--- src/rtl/shift_add_mult8.sv ---
// 8x8 unsigned shift-and-add multiplier: one adder8 pass per RUN cycle,
// eight iterations, then a one-cycle DONE pulse with the 16-bit product.

module adder8 (
    input  logic [7:0] a,
    input  logic [7:0] b,
    input  logic       cin,
    output logic [7:0] sum,
    output logic       cout
);

    assign {cout, sum} = {1'b0, a} + {1'b0, b} + {8'd0, cin};

endmodule

module shift_add_mult8 (
    input  logic        clk,
    input  logic        rst,
    input  logic        start,
    input  logic [7:0]  a,
    input  logic [7:0]  b,
    output logic        ready,
    output logic        done,
    output logic [15:0] p
);

    typedef enum logic [1:0] {
        IDLE = 2'd0,
        RUN  = 2'd1,
        DONE = 2'd2
    } state_t;

    state_t      state;
    state_t      state_nxt;

    logic [7:0]  mcand;
    logic [7:0]  mplier;
    logic [7:0]  acc;
    logic [2:0]  cnt;
    logic [7:0]  addend;
    logic [7:0]  sum;
    logic        cout;

    assign addend = mplier[0] ? mcand : 8'd0;

    adder8 u_adder (
        .a    (acc),
        .b    (addend),
        .cin  (1'b0),
        .sum  (sum),
        .cout (cout)
    );

    // NOTE: sequential state uses non-blocking (<=) so every register samples
    // pre-edge values; blocking here would create order-dependent races.
    always_ff @(posedge clk) begin
        if (rst) begin
            state <= IDLE;
        end else begin
            state <= state_nxt;
        end
    end

    // NOTE: every output of this block gets a default first, so no path
    // leaves a variable unassigned and no latch is inferred.
    always_comb begin
        state_nxt = state;
        ready     = 1'b0;
        done      = 1'b0;
        unique case (state)
            IDLE: begin
                ready = 1'b1;
                if (start) begin
                    state_nxt = RUN;
                end
            end
            RUN: begin
                if (cnt == 3'd7) begin
                    state_nxt = DONE;
                end
            end
            DONE: begin
                done      = 1'b1;
                state_nxt = IDLE;
            end
            default: state_nxt = IDLE;
        endcase
    end

    // The adder carry is shifted straight into acc[7], so it needs no
    // storage of its own between iterations.
    always_ff @(posedge clk) begin
        if (rst) begin
            mcand  <= 8'd0;
            mplier <= 8'd0;
            acc    <= 8'd0;
            cnt    <= 3'd0;
            p      <= 16'd0;
        end else begin
            unique case (state)
                IDLE: begin
                    if (start) begin
                        mcand  <= a;
                        mplier <= b;
                        acc    <= 8'd0;
                        cnt    <= 3'd0;
                    end
                end
                RUN: begin
                    acc    <= {cout, sum[7:1]};
                    mplier <= {sum[0], mplier[7:1]};
                    cnt    <= cnt + 3'd1;
                    if (cnt == 3'd7) begin
                        p <= {cout, sum, mplier[7:1]};
                    end
                end
                default: ;
            endcase
        end
    end

endmodule

--- config.mk ---
export PLATFORM = sky130hd
export DESIGN_NAME = shift_add_mult8
export DESIGN_NICKNAME = d
export VERILOG_FILES = /design/src/rtl/shift_add_mult8.sv
export SDC_FILE = /design/constraint.sdc
export NUM_CORES = 1
export LEC_CHECK = 0
export BUFFER_PORTS_ARGS = -buffer_cell sky130_fd_sc_hd__buf_2
export CAP_MARGIN = 40
export CORE_MARGIN = 1
export CORE_UTILIZATION = 55
export CTS_CLUSTER_SIZE = 30
export DETAILED_ROUTE_END_ITERATION = 10
export PLACE_DENSITY_LB_ADDON = 0.12
export SYNTH_ARGS = -nofsm -noshare
export SYNTH_HDL_FRONTEND = slang
export SYNTH_HIERARCHICAL = 1
export SYNTH_SLANG_ARGS = --single-unit
--- constraint.sdc ---
create_clock -name clk -period 2.3 [get_ports clk]
set_input_delay 0.115 -clock clk [delete_from_list [all_inputs] [get_ports clk]]
set_output_delay 0.115 -clock clk [all_outputs]
set_load 0.02 [all_outputs]
==> results.sh <==
export IMPL_async_flop_share_pct=0
export IMPL_synth_seq_cells=45
export IMPL_place_gp_congestion=0.867
export IMPL_synth_ff_type="dfxtp_1"
export IMPL_area_delta_synth_final_pct=14.6
export IMPL_cts_setup_buffers=0
export IMPL_hpwl_um=3030
export IMPL_worstPathRequired_ps=2500
export IMPL_yosys_cell_count_top_type="dfxtp_1"
export IMPL_ys_top_cells_by_area="dfxtp_1 (44%), a22o_1 (11%), ha_1 (5.5%), mux2i_1 (4.4%), nand2_1 (3.3%)"
export IMPL_n_antenna_cell=0
export IMPL_finalCritPeriodShare_pct=93.7
export IMPL_arrival_ps=2350
export IMPL_drt_wl_total_um=4160
export IMPL_grt_pass1_vias=1575
export IMPL_grt_ovfl_total=0
export IMPL_hold_ws_ps=49.2
export IMPL_r2r_slack_ps=150
export IMPL_num_rows=21
export IMPL_cts_tree="built"
export IMPL_cts_resized_gates=0
export IMPL_finalMaxSlewViolations=0
export IMPL_rsz0062_at_grt="false"
export IMPL_ir_worst_vdd_mv=0.428
export IMPL_drt_initial_drc_count=66
export IMPL_end_kind="register"
export IMPL_syn_area_sq_um=2050
export IMPL_portBuffers=36
export IMPL_reg2reg_depth=7
export IMPL_dr_pass1_iters=4
export IMPL_hold_viol=0
export IMPL_p_leak_uw=0.00106
export IMPL_grt_max_degree=21
export IMPL_min_period_ps=2150
export IMPL_yosys_warnings=6
export IMPL_syn_instance_count=196
export IMPL_timing_rr_end="acc[7]"
export IMPL_drc=0
export IMPL_synth_edf_count=0
export IMPL_fill_cells=278
export IMPL_tns_ps=0
export IMPL_crit_fanout=2
export IMPL_drive_gt1_share_pct=27.5
export IMPL_cts_root_buf="clkbuf_8"
export IMPL_die_area_sq_um=3970
export IMPL_numClockSinks=45
export IMPL_crit_path_start="mplier[0]"
export IMPL_clk_latency_ps=300
export IMPL_syn_nets=226
export IMPL_power_per_cell_area_nw_per_um2=675
export IMPL_viasPerCell=5.66
export IMPL_yosys_area_top_type_share_pct=44.0
export IMPL_antenna_found_initial=0
export IMPL_coreArea_sq_um=3440
export IMPL_synth_seq_area_share_pct=44.0
export IMPL_routedWlPerCell_um=14.9
export IMPL_maxSlewHeadroom_pct=65.8
export IMPL_ctsLongestPathBuffers=2
export IMPL_outcome="finished, final reports clean"
export IMPL_startpoint_type="register"
export IMPL_hp_class="in -> reg"
export IMPL_cp_endpoint="acc[7]"
export IMPL_die_h_um=63.0
export IMPL_synth_area_leader_cell="dfxtp_1"
export IMPL_max_cap_viol_count=0
export IMPL_tightest_slew_ps=512
export IMPL_nets=262
export IMPL_reg2reg_from="mplier[0]"
export IMPL_total_power_uw=1580
export IMPL_setup_viol=0
export IMPL_clk_pin_slew_worst_paths_ps=90
export IMPL_via_count=1579
export IMPL_crit_type="reg -> reg"
export IMPL_ys_types=43
export IMPL_numCtsBuffers=5
export IMPL_start_util_pct=59.4
export IMPL_final_antenna_net_count=0
export IMPL_grtUsageTotal_pct=22.6
export IMPL_grt_pass1_wl_um=6980
export IMPL_max_freq_mhz=464
export IMPL_htreeDepth=2
export IMPL_fin_skew_ps=10.7
export IMPL_die_w_um=63.0
export IMPL_synth_commonest_cells="dfxtp_1 (45), a22o_1 (26), nand2_1 (18)"
export IMPL_syn_avg_cell_area_sq_um=10.4
export IMPL_ios=37
export IMPL_hold_buffers=0
==> state kept, by name (all words and copies together), names as in the netlist <==
name and cells:
p 16, cnt 3, mplier 8, mcand 8, state 2, acc 8
==> power breakdown <==
group / switching (uW) / internal [uW] / total [uW]
combinational: 78.6 / 63.0 / 142
sequential: 18.8 / 804 / 823
clock: 264 / 353 / 617
total: 361 / 1220 / 1580
==> worst min-delay path by stage <==
stage / cells past startpoint / end / slack (ps) / start
after floorplan: 2 / mcand[0] / 250 / a[0]
after global placement: 3 / mcand[7] / 360 / a[7]
after CTS: 3 / mcand[2] / 40 / a[2]
final: 3 / mcand[6] / 50 / a[6]
after global routing: 3 / mcand[2] / 40 / a[2]
after detailed placement: 3 / mcand[2] / 360 / a[2]
==> critical path, cell delays in order (launching register included) <==
cell,delay [ps]
dfxtp_1,310
and2_1,160
fa_1,440
fa_1,420
a21oi_1,210
o21a_1,170
o21ai_0,130
a22o_1,220
==> cell type report <==
cell class | instances | area, sq um | share of cell area (%)
timing repair buffer | 41 | 218 | 9.29
clock buffer | 6 | 82.6 | 3.52
multi-input combinational | 134 | 1030 | 43.9
inverter | 5 | 18.8 | 0.801
sequential | 45 | 901 | 38.4
clock inverter | 2 | 37.5 | 1.60
tap | 46 | 57.6 | 2.46
==> per-stage QoR <==
step / cells / worst slack (ps) / utilization [%] / area (sq um)
2_1_floorplan: 196 / 228 / - / 2050
3_3_place_gp: 271 / 189 / 64.6 / 2220
3_5_place_dp: 271 / 139 / 64.6 / 2220
4_1_cts: 279 / 133 / 68.1 / 2340
5_1_grt: 279 / 12.1 / 68.1 / 2340
6_report: 279 / 145 / 68.1 / 2340
==> metal layers <==
layer	global-route usage, %	part of all wire (%)	up-vias	wire, um
met5	0	0	-	0
met4	9.59	1.4	0	59
met3	5.47	4.0	5	166
met2	37.9	48	36	1990
met1	27.3	47	764	1950
li1	-	-	774	-
==> kinds of logic (layout without fill, tap and decap cells) <==
| family | after synthesis | after routing | synth area share (%) |
|---|---|---|---|
| buffers and inverters | 17 | 54 | 5.69 |
| AND/OR/NAND/NOR | 50 | 50 | 12.8 |
| AO/OA/AOI/OAI | 58 | 58 | 23.1 |
| other | 1 | 1 | 0.183 |
| multiplexers | 10 | 10 | 4.95 |
| flip-flops | 45 | 45 | 44.0 |
| XOR/XNOR | 4 | 4 | 1.71 |
| adder cells (fa/ha/maj) | 11 | 11 | 7.46 |
==> cell usage in the layout, fill, tap and decap left out, types with 4 or more instances in the layout <==
cell      netlist  routed
clkbuf_8        0       6
mux2i_1         9       9
a21oi_1        12      12
buf_2           3      36
and2_1          8       8
nor2_1         10      10
a211oi_1        4       4
inv_1           4       4
nand2_1        18      18
dfxtp_1        45      45
buf_4           1       5
ha_1            9       9
a211oi_2        4       4
a22o_1         26      26
No activity file was read; power rests on OpenSTA's default activity.
